## config.mk

```make
export PLATFORM = sky130hd
export DESIGN_NAME = target_rst_ctrl
export DESIGN_NICKNAME = d
export VERILOG_FILES = /design/src/rtl/target_rst_ctrl_pkg.sv /design/src/rtl/target_rst_ctrl_timer.sv /design/src/rtl/target_rst_ctrl.sv
export SDC_FILE = /design/constraint.sdc
export NUM_CORES = 1
export LEC_CHECK = 0
export ABC_AREA = 1
export CAP_MARGIN = 20
export CORE_ASPECT_RATIO = 1.75
export CORE_MARGIN = 4
export CORE_UTILIZATION = 50
export DETAILED_ROUTE_END_ITERATION = 10
export PLACE_DENSITY = 0.81
export SYNTH_ARGS = -nofsm -noshare
export SYNTH_HDL_FRONTEND = slang
export SYNTH_SLANG_ARGS = --single-unit
```

## constraint.sdc

```tcl
create_clock -name clk -period 2.8 [get_ports clk]
set_input_delay 0.56 -clock clk [delete_from_list [all_inputs] [get_ports clk]]
set_output_delay 0.56 -clock clk [all_outputs]
set_load 0.01 [all_outputs]
```

## src/rtl/target_rst_ctrl_pkg.sv

```systemverilog
// Shared types and constants for the target reset controller:
// FSM state encoding, default host command bytes, ack codes and width helpers.
package target_rst_ctrl_pkg;

  typedef enum logic [2:0] {
    ST_IDLE     = 3'd0,
    ST_SEL_WAIT = 3'd1,
    ST_PULSE    = 3'd2,
    ST_HOLDOFF  = 3'd3,
    ST_ACK      = 3'd4
  } state_t;

  localparam logic [7:0] CMD_RST_DEF = 8'h41;
  localparam logic [7:0] CMD_SEL_DEF = 8'h53;
  localparam logic [7:0] CMD_ALL_DEF = 8'h52;
  localparam logic [7:0] ACK_OK      = 8'h06;
  localparam logic [7:0] ACK_ALL     = 8'h15;

  function automatic int unsigned sel_width(input int unsigned n);
    return (n > 1) ? $clog2(n) : 1;
  endfunction

  // Wide enough to hold the larger of the two loaded durations.
  function automatic int unsigned cnt_width(input int unsigned p, input int unsigned h);
    int unsigned m;
    m = (p > h) ? p : h;
    return (m + 1 > 1) ? $clog2(m + 1) : 1;
  endfunction

endpackage

```

## src/rtl/target_rst_ctrl_timer.sv

```systemverilog
// pulse_timer: loadable down-counter shared by the PULSE and HOLDOFF phases.
// Counts down to 1 and parks there; done is high while the count is 1.
module pulse_timer #(
  parameter int unsigned W = 5
) (
  input  logic         clk,
  input  logic         rst_n,
  input  logic         i_load,
  input  logic [W-1:0] i_load_val,
  input  logic         i_count,
  output logic         o_done
);

  logic [W-1:0] r_cnt;

  always_ff @(posedge clk) begin
    if (!rst_n) begin
      r_cnt <= '0;
    end else if (i_load) begin
      r_cnt <= i_load_val;
    end else if (i_count && (r_cnt > W'(1))) begin
      r_cnt <= r_cnt - W'(1);
    end
  end

  assign o_done = (r_cnt == W'(1));

endmodule

```

## src/rtl/target_rst_ctrl.sv

```systemverilog
// Host-commanded reset pulser and UART passthrough for N_CH target boards.
// Optional acknowledge handshake enabled by defining TARGET_RST_CTRL_ACK_EN.
module target_rst_ctrl
  import target_rst_ctrl_pkg::*;
#(
  parameter int unsigned N_CH           = 4,
  parameter int unsigned PULSE_CYCLES   = 16,
  parameter int unsigned HOLDOFF_CYCLES = 1024,
  parameter logic [7:0]  CMD_RST        = CMD_RST_DEF,
  parameter logic [7:0]  CMD_SEL        = CMD_SEL_DEF,
  parameter logic [7:0]  CMD_ALL        = CMD_ALL_DEF,
  localparam int unsigned SEL_W         = sel_width(N_CH)
) (
  input  logic             clk,
  input  logic             rst_n,
  input  logic [7:0]       rx_data,
  input  logic             rx_valid,
  input  logic             host_rx,
  output logic             host_tx,
  output logic [N_CH-1:0]  target_tx,
  input  logic [N_CH-1:0]  target_rx,
  output logic [N_CH-1:0]  target_rst,
  output logic [SEL_W-1:0] sel,
  output logic             busy,
  output logic             sel_err,
  output logic [7:0]       ack_data,
  output logic             ack_valid,
  input  logic             ack_ready
);

  localparam int unsigned CNT_W = cnt_width(PULSE_CYCLES, HOLDOFF_CYCLES);

`ifdef TARGET_RST_CTRL_ACK_EN
  localparam state_t ST_AFTER_PULSE = ST_ACK;
`else
  localparam state_t ST_AFTER_PULSE = ST_IDLE;
`endif

  state_t           r_state, w_state_next;
  logic [N_CH-1:0]  r_mask, w_mask_next;
  logic [N_CH-1:0]  r_target_rst;
  logic [N_CH-1:0]  w_sel_onehot;
  logic [SEL_W-1:0] r_sel, w_sel_next;
  logic             r_sel_err, w_sel_err_next;
  logic             r_ack_all, w_ack_all_next;
  logic             w_load, w_count, w_done;
  logic [CNT_W-1:0] w_load_val;

  genvar gi;
  generate
    for (gi = 0; gi < N_CH; gi++) begin : g_onehot
      assign w_sel_onehot[gi] = (r_sel == SEL_W'(gi));
    end
  endgenerate

  pulse_timer #(.W(CNT_W)) u_timer (
    .clk        (clk),
    .rst_n      (rst_n),
    .i_load     (w_load),
    .i_load_val (w_load_val),
    .i_count    (w_count),
    .o_done     (w_done)
  );

  always_comb begin
    w_state_next   = r_state;
    w_mask_next    = r_mask;
    w_sel_next     = r_sel;
    w_sel_err_next = 1'b0;
    w_ack_all_next = r_ack_all;
    w_load         = 1'b0;
    w_load_val     = CNT_W'(PULSE_CYCLES);
    w_count        = 1'b0;
    case (r_state)
      ST_IDLE: begin
        if (rx_valid) begin
          if (rx_data == CMD_SEL) begin
            w_state_next = ST_SEL_WAIT;
          end else if (rx_data == CMD_RST) begin
            w_state_next   = ST_PULSE;
            w_mask_next    = w_sel_onehot;
            w_ack_all_next = 1'b0;
            w_load         = 1'b1;
          end else if (rx_data == CMD_ALL) begin
            w_state_next   = ST_PULSE;
            w_mask_next    = '1;
            w_ack_all_next = 1'b1;
            w_load         = 1'b1;
          end
        end
      end
      ST_SEL_WAIT: begin
        if (rx_valid) begin
          w_state_next = ST_IDLE;
          if (32'(rx_data) < N_CH) begin
            w_sel_next = rx_data[SEL_W-1:0];
          end else begin
            w_sel_err_next = 1'b1;
          end
        end
      end
      ST_PULSE: begin
        w_count = 1'b1;
        if (w_done) begin
          w_mask_next = '0;
          if (HOLDOFF_CYCLES > 0) begin
            w_state_next = ST_HOLDOFF;
            w_load       = 1'b1;
            w_load_val   = CNT_W'(HOLDOFF_CYCLES);
          end else begin
            w_state_next = ST_AFTER_PULSE;
          end
        end
      end
      ST_HOLDOFF: begin
        w_count = 1'b1;
        if (w_done) begin
          w_state_next = ST_AFTER_PULSE;
        end
      end
`ifdef TARGET_RST_CTRL_ACK_EN
      ST_ACK: begin
        if (ack_ready) begin
          w_state_next = ST_IDLE;
        end
      end
`endif
      default: w_state_next = ST_IDLE;
    endcase
  end

  // Reset outputs are registered from the next state so they switch on the accepting edge.
  always_ff @(posedge clk) begin
    if (!rst_n) begin
      r_state      <= ST_IDLE;
      r_mask       <= '0;
      r_sel        <= '0;
      r_sel_err    <= 1'b0;
      r_ack_all    <= 1'b0;
      r_target_rst <= '1;
    end else begin
      r_state      <= w_state_next;
      r_mask       <= w_mask_next;
      r_sel        <= w_sel_next;
      r_sel_err    <= w_sel_err_next;
      r_ack_all    <= w_ack_all_next;
      r_target_rst <= (w_state_next == ST_PULSE) ? ~w_mask_next : '1;
    end
  end

  always_comb begin
    target_tx        = '1;
    target_tx[r_sel] = host_rx;
    host_tx          = target_rx[r_sel];
  end

  assign target_rst = r_target_rst;
  assign sel        = r_sel;
  assign sel_err    = r_sel_err;
  assign busy       = (r_state == ST_PULSE) || (r_state == ST_HOLDOFF);

`ifdef TARGET_RST_CTRL_ACK_EN
  assign ack_valid = (r_state == ST_ACK);
  assign ack_data  = r_ack_all ? ACK_ALL : ACK_OK;
`else
  logic w_unused_ack;
  assign w_unused_ack = ack_ready | r_ack_all;
  assign ack_valid    = 1'b0;
  assign ack_data     = 8'h00;
`endif

endmodule

```

==> impl_metrics.yaml <==
yosys:
  synthFlopType: "dfxtp_1"
  syn_avg_cell_area_sq_um: 6.342
  synth-seq-cells: 25
  synthCells: 246
  async_flop_share_pct: 0
  ys_seq_area_share_pct: 32.08
  synth_edf_count: 0
  ys_types: 30
  yosysWarnings: 0
  syn-cell-area_sq_um: 1560
drt:
  wl_per_cell_um: 10.84
  drt_iter0_drc: 16
  wl_um: 3457
  via_count: 1541
  viasPerCell: 4.831
  drt-pass1-iter-count: 4
  ant_nets: 0
  drc_errors: 0
grt:
  grt_pass1_vias: 1499
  track_usage_pct: 18.14
  grt_pass1_wl_um: 5802
  grt_max_degree: 15
  antenna_found_initial: 0
  gr-total-overflow: 0
power:
  p_leak_nw: 0.9167
  p_per_area_nw_per_um2: 336.4
  ir_worst_vdd_mv: 0.2802
timing:
  report.final.setup_viol: 0
  tns_ns: 0
  slew_violations: 0
  skew_ns: 0.006834
  fmax_mhz: 446.1
  rsz0062_at_grt: "no"
  post-route-period-util_pct: 80.06
  hold_viol: 0
  final.min_clock_period_ns: 2.242
finish:
  multi_input_area_sq_um: 875.8
  regArea_sq_um: 500.5
  antenna_cells: 0
  drive_gt1_share_pct: 7.942
  fin_nets: 297
  area_delta_synth_final_pct: 21.41
  final_cells: 319
  fillCellCount: 286
worst_hold_path:
  min_path_type: "flip-flop to flip-flop"
clocking:
  path_clk_slew_ns: 0.09
  clock_path_buffers: 2
  cts_hold_buf: 0
  cts_setup_buffers: 0
  clk-insertion-delay-late_ns: 0.27
  htreeDepth: 1
  cts_sinks: 25
  cts_buffers: 3
  cts_tree: "built"
  post_cts_resized: 0
  root_buffer: "clkbuf_8"
setup_path:
  required_ns: 2.24
  path_class: "input pin to output port"
  end_kind: "output port"
  start_kind: "input pin"
  cp_max_fo: 1
  cp.arrival_ns: 1.68
placement:
  place_congestion: 0.9377
  dp_hpwl_um: 2839
  placed_cells: 315
  placement.io_buffers: 28
run_status:
  status: "finished clean"
die:
  io_pins: 39
  fp.dieArea_sq_um: 4113
  core-area_sq_um: 2960
  floorplan.initialDensity_pct: 52.70
  fp.dieH_um: 81.90
  die_w_um: 50.23
  rows: 26
flow_run:
  maxCapViolCount: 0
==> final cells by class <==
type | count | area share (%)
Inverter | 37 | 7.332
Clock inverter | 1 | 0.2642
Clock buffer | 3 | 2.180
Tap cell | 42 | 2.774
Multi-Input combinational cell | 183 | 46.24
Timing Repair Buffer | 28 | 14.80
Sequential cell | 25 | 26.42
==> flip-flops by register name (all words and copies together) (netlist names) <==
name           cells
r_state            3
r_mask             4
sel                2
target_rst         4
u_timer.r_cnt     11
sel_err            1
==> critical path, cell delays in order <==
cell and delay (ns):
clkdlybuf4s50_1 0.45, nand2_1 0.05, nand4_1 0.09, clkdlybuf4s50_1 0.54
==> per-stage QoR <==
stage	instance area, sq um	hold slack (ns)	power [mW]	setup slack [ns]	util [%]
final	1894	0.4984	0.6372	0.5584	63.99
after global routing	1894	0.5299	0.6568	0.4858	63.99
after CTS	1894	0.5017	0.6429	0.5488	63.99
after detailed placement	1848	0.4907	0.4276	0.5096	62.43
after global placement	1848	0.4713	0.4266	0.5400	62.43
after floorplan	1594	0.4583	0.4041	1.240	-
==> synthesized netlist by cell type, types with 2 or more instances <==
| cell | number | share of area (%) |
|---|---|---|
| xor2_1 | 2 | 1.1 |
| nand2_1 | 60 | 14 |
| nor2_2 | 5 | 2.0 |
| o21ai_0 | 6 | 1.9 |
| nor2_1 | 37 | 8.9 |
| nand3_2 | 3 | 1.9 |
| a21oi_1 | 12 | 3.8 |
| nand3_1 | 21 | 6.7 |
| nand2_2 | 3 | 1.2 |
| buf_4 | 9 | 4.3 |
| inv_1 | 35 | 8.4 |
| or2_2 | 2 | 0.80 |
| ha_1 | 2 | 1.6 |
| nand4_1 | 9 | 3.6 |
| dfxtp_1 | 25 | 32 |
==> path summary, 6_finish.rpt <==
path	start	to	slack, ns	depth (start not counted)
worst max-delay path	target_rx[0]	host_tx	0.56	4
worst max register to register	u_timer.r_cnt[1]	u_timer.r_cnt[7]	1.10	9
worst min register to register	u_timer.r_cnt[0]	u_timer.r_cnt[0]	0.50	2
worst min-delay path	u_timer.r_cnt[0]	u_timer.r_cnt[0]	0.50	2
==> layout by cell type, fill, tap and decap left out, types with 2 or more instances in the layout <==
cell type         n
o21ai_0           6
conb_1           10
nand4_1           9
nand3_2           3
nor2_2            5
clkdlybuf4s50_1  28
clkbuf_8          3
nor2_1           37
or2_2             2
nand3_1          21
a21oi_1          12
inv_1            35
ha_1              2
nand2_1          60
xor2_1            2
dfxtp_1          25
nand2_2           3
==> power by group <==
part,switching [mW],total [mW],internal (mW),leakage (nW)
combinational,0.0332,0.0623,0.0291,0.689
sequential,0.000761,0.357,0.356,0.202
clock,0.118,0.218,0.0998,0.0255
total,0.152,0.637,0.485,0.917
==> per-layer routing <==
layer,vias up,part of all wire [%],global-route usage [%]
met5,-,0,0
met4,0,2.7,10.80
met3,8,3.2,1.633
met2,41,56,37.83
met1,676,38,15.93
li1,816,-,-
==> logic make-up after synthesis <==
| kind of cell | synth area share [%] |
|---|---|
| compound gates | 6.656 |
| xor+xnor | 1.684 |
| fa+ha+maj | 1.604 |
| buf+inv | 13.95 |
| flops | 32.08 |
| other cells | 0.2403 |
| simple gates | 43.79 |
(Power assumes the default switching activity.)
==> variant 1 (same flow settings) <==
Encoding of `state_t`: now one-hot (5 bits for 5 states).
--- a/src/rtl/target_rst_ctrl_pkg.sv
+++ b/src/rtl/target_rst_ctrl_pkg.sv
@@ -2,12 +2,12 @@
 // FSM state encoding, default host command bytes, ack codes and width helpers.
 package target_rst_ctrl_pkg;
 
-  typedef enum logic [2:0] {
-    ST_IDLE     = 3'd0,
-    ST_SEL_WAIT = 3'd1,
-    ST_PULSE    = 3'd2,
-    ST_HOLDOFF  = 3'd3,
-    ST_ACK      = 3'd4
+  typedef enum logic [4:0] {
+    ST_IDLE     = 5'b00001,
+    ST_SEL_WAIT = 5'b00010,
+    ST_PULSE    = 5'b00100,
+    ST_HOLDOFF  = 5'b01000,
+    ST_ACK      = 5'b10000
   } state_t;
 
   localparam logic [7:0] CMD_RST_DEF = 8'h41;
Behaviour: same outputs for any inputs over 10 cycles, from zero or initial values and one cycle with rst_n low; not proved beyond that.
==> variant 1 against the original RTL <==
- total power is 7.6% higher
- wire length is 6.9% higher
- worst setup slack worse by 0.034 ns
- final area is 8.7% higher
- clock skew is 0.0028 ns lower
- via count is 11% higher
- utilization is 2.8 points lower
- cell count is 10% higher
- area after synthesis is 11% higher
- sequential cell count is 2 higher
- largest cell class unchanged
- largest power group unchanged
- highest routed layer unchanged
==> variant 1: results (changes against the original RTL) <==
* R2R Setup Slk at 1.07 ns (-0.03 ns)
* Met3 WL at 103 µm (-5.5%)
* Total GRT Usage at 18.12% (-0.018 points)
* CP delay by family, top: buffers and inverters
* Worst Hold End: r_mask[0]$_SDFF_PN0_
* Yosys Warn Count at 0 (unchanged)
* Reg-to-Reg Start: u_timer.r_cnt[0]$_SDFFE_PN0P_
* Drt initial violations at 28 (+12)
* DPL Wire Length at 3.053 mm (+7.5%)
* Met1 Usage GRT at 16.76% (+0.83 points)
* Worst-path clk slew at 0.10 ns
* Final #Nets at 327 (+10%)
* Dominant cells by area after synthesis: dfxtp_1, nand2_1, nor2_1
* M2 GR Usage at 35.63% (-2.2 points)
* GP Congestion at 0.8699 (-7.2%)
* FFs w/ async S/R, synth at 0% (unchanged)
* Synth Area in Adders at 1.449% (-0.15 points)
* Largest net degree at the start of global routing at 17 (+2)
* Placed cell area at 2011 µm² (+8.8%)
* Crit-path max cell delay at 0.49 ns (-0.05 ns)
* Critical Path End: host_tx
* Clock skew at 0.004043 ns (-0.002791 ns)
* Filler instances at 337 (+18%)
* Synth Area in Compound Gates at 10.00% (+3.3 points)
* Total wire length at 3.695 mm (+6.9%)
* Inst Count DP at 348 (+10%)
* Sequential fraction of the synthesis area at 31.30% (-0.77 points)
* GR Util met3 at 1.739% (+0.11 points)
* Max Root-Sink Buffers at 2 (unchanged)
* First-pass GRT wire length at 6.368 mm (+9.8%)
* Maximum vdd ir drop at 0.0002728 V (-2.6%)
* Critical path arrival at 1.72 ns (+0.04 ns)
* Worst Hold Class: flop to flop
* P_leak at 0.9446 nW (+3.0%)
* XOR/XNOR Fraction of Synth Area at 0.5072% (-1.2 points)
* Worst r2r dst: u_timer.r_cnt[10]$_SDFFE_PN0P_
* Finished Layout Cells at 352 (+10%)
* Top cells by count, synth: nand2_1, nor2_1, inv_1
* Top flop regs: u_timer.r_cnt x11, r_state x5
* Initial antenna violation count at 0 (unchanged)
* Seq. pwr at 0.386 mW (+8.1%)
* Post-CTS Resized at 0 (unchanged)
* Cells after Synth at 278 (+13%)
* Crit-path max FO at 1 (unchanged)
* M1 WL at 1.418 mm (+7.6%)
* Top_reg_cell synth: dfxtp_1
* Status: completed
* R2R depth at 8 (-1)
* Vias after detailed routing at 1710 (+11%)
* Switching pwr at 0.1675 mW (+10%)
* HP Start: r_mask[0]$_SDFF_PN0_
* Met2 wire len at 2.073 mm (+7.1%)
* Layout cells sized above 1 at 8.143% (+0.20 points)
* CP Launch Point: target_rx[0]
* Logic pwr share at 10.2% (+0.4 points)
## variant 1: changes by cell type after synthesis, moves of 4 or more
cell	unedited run	this run
nand2_1	60	70
o21ai_1	1	5
inv_1	35	40
nand3_1	21	15
inv_2	1	5
nor3_1	1	6
nor2_1	37	42
a21oi_1	12	16
## variant 1: cell type report
class                   instances  area [µm²]  area share [%]
multi-input cells             202       960.9           46.66
flip-flops and latches         27       540.5           26.25
repair buffers                 28       280.3           13.61
inverters                      46       172.7           8.384
well taps                      45       56.30           2.734
clock buffers                   3       41.29           2.005
clock inverters                 1       7.507          0.3645
## variant 1: stage by stage
stage	worst slack, ns	utilization (%)	power (mW)	hold WS, ns
after CTS	0.5185	61.24	0.6900	0.4984
final	0.5248	61.24	0.6854	0.5026
after floorplan	1.289	-	0.4425	0.4663
after global placement	0.5386	59.78	0.4646	0.4746
after detailed placement	0.5185	59.78	0.4650	0.4854
after global routing	0.4453	61.24	0.7104	0.5346
==> variant 2 (same settings) <==
Without the edit above. Add a define of `TARGET_RST_CTRL_ACK_EN`.
--- a/src/rtl/target_rst_ctrl.sv
+++ b/src/rtl/target_rst_ctrl.sv
@@ -1,5 +1,7 @@
 // Host-commanded reset pulser and UART passthrough for N_CH target boards.
 // Optional acknowledge handshake enabled by defining TARGET_RST_CTRL_ACK_EN.
+`define TARGET_RST_CTRL_ACK_EN
+
 module target_rst_ctrl
   import target_rst_ctrl_pkg::*;
 #(
Check against the original RTL: not equivalent (a bounded check fails within 4 cycles, from zero or initial values and one cycle with rst_n low).
==> variant 2 against the original RTL <==
- area after synthesis grew 4.3%
- worst setup slack lost 0.026 ns
- sequential power grew 4%
- critical path depth is the same
- sequential cell count grew 1
- wire length grew 14%
- total power grew 17%
- fmax shrank 1.2%
- worst hold slack lost 0.0017 ns
- non-clock buffer count grew 5
- final area grew 7.1%
- sequential share of layout area shrank 0.77 points
- largest power group unchanged
==> variant 2: results (changes against the original RTL) <==
* Status: completed
* Crit-path max cell delay at 0.54 ns (about the same)
* Hold depth at 2 (unchanged)
* Power Internal at 0.5906 mW (+22%)
* Drt initial violations at 27 (+11)
* WL per Instance at 11.55 µm (+6.6%)
* Yosys Warn Count at 0 (unchanged)
* Logic pwr share at 7.8% (-2.0 points)
* Worst r2r dst: u_timer.r_cnt[3]$_SDFFE_PN0P_
* Placed cell area at 1958 µm² (+6.0%)
* Setup Buffers After CTS at 0 (unchanged)
* FFs w/ async S/R, synth at 0% (unchanged)
* HP Start: u_timer.r_cnt[0]$_SDFFE_PN0P_
* CTS Root Cell: clkbuf_8
* Library cells used by synthesis at 26 (-13%)
* Maximum vdd ir drop at 0.0002748 V (-1.9%)
* # H-tree levels at 1 (unchanged)
* Worst slew pin tran at 0.4993 ns
* CP Launch Point: target_rx[1]
* GP Congestion at 0.9117 (-2.8%)
* Sequential fraction of the synthesis area at 32.00% (-0.077 points)
* R2R depth at 9 (unchanged)
* Worst hold slack at 0.4967 ns (-0.001726 ns)
* Mapped Avg Cell Area at 6.138 µm² (-3.2%)
* Worst Hold End: u_timer.r_cnt[0]$_SDFFE_PN0P_
* Dominant cells by area after synthesis: dfxtp_1, nand2_1, inv_1
* Clock Power Share at 42.4% (+8.2 points)
* Final #Nets at 317 (+6.7%)
* Clock skew at 0.006227 ns (-0.0006065 ns)
* Final period util at 80.99% (+0.93 points)
* Via density per instance at 4.935 (+2.2%)
* Detailed Routing Iterations Pass 1 at 4 (unchanged)
* Top cells by count, synth: nand2_1, inv_1, nor2_1
* Top_reg_cell synth: dfxtp_1
* P_leak at 1.002 nW (+9.3%)
* Number of port buffers at 33 (+18%)
* Number of global-route vias before repair at 1668 (+11%)
* Critical Path End: host_tx
* Layout cells sized above 1 at 4.714% (-3.2 points)
* Largest net degree at the start of global routing at 16 (+1)
* Biggest register: u_timer.r_cnt
* Worst-path clk slew at 0.09 ns (about the same)
* Pwr Total at 0.7438 mW (+17%)
* Critical path arrival at 1.71 ns (+0.03 ns)
* First-pass GRT wire length at 6.775 mm (+17%)
* Filler instances at 314 (+9.8%)
* Total GRT Usage at 20.02% (+1.9 points)
* R2R Setup Slk at 1.15 ns (+0.05 ns)
* Crit-path max FO at 1 (unchanged)
* DPL Wire Length at 3.183 mm (+12%)
* Max reg flops at 11 (unchanged)
* ANT cells at 0 (unchanged)
* Initial antenna violation count at 0 (unchanged)
* Total wire length at 3.926 mm (+14%)
* CP delay by family, top: buffers and inverters
* Pre-CTS setup slack at 0.5254 ns (+0.01574 ns)
* Max Root-Sink Buffers at 2 (unchanged)
* Clk Latency, worst-skew pair at 0.27 ns (about the same)
variant 2: layout make-up:
cell class / count / area, µm² / area share (%)
Multi-Input combinational cell: 193 / 899.6 / 44.33
Clock inverter: 1 / 30.03 / 1.480
Clock buffer: 3 / 41.29 / 2.035
Sequential cell: 26 / 520.5 / 25.65
Tap cell: 43 / 53.80 / 2.651
Timing Repair Buffer: 33 / 330.3 / 16.28
Inverter: 41 / 153.9 / 7.583
variant 2: layer usage:
metal  track usage, %  up-vias  part of all wire (%)  wire length [µm]
met3            3.220       13                   5.1               200
met5                0        -                     0                 0
met4            8.824        0                   2.9               114
li1                 -      874                     -                 -
met1            18.73      750                    36              1423
met2            39.48       41                    56              2188
variant 2: cells by family after synthesis:
kind of cell	count (synthesis)	synth area share (%)
simple gates	160	43.31
fa+ha+maj	2	1.538
compound gates	22	7.154
xor+xnor	4	2.154
buf+inv	49	13.38
other cells	2	0.4617
flops	26	32.00
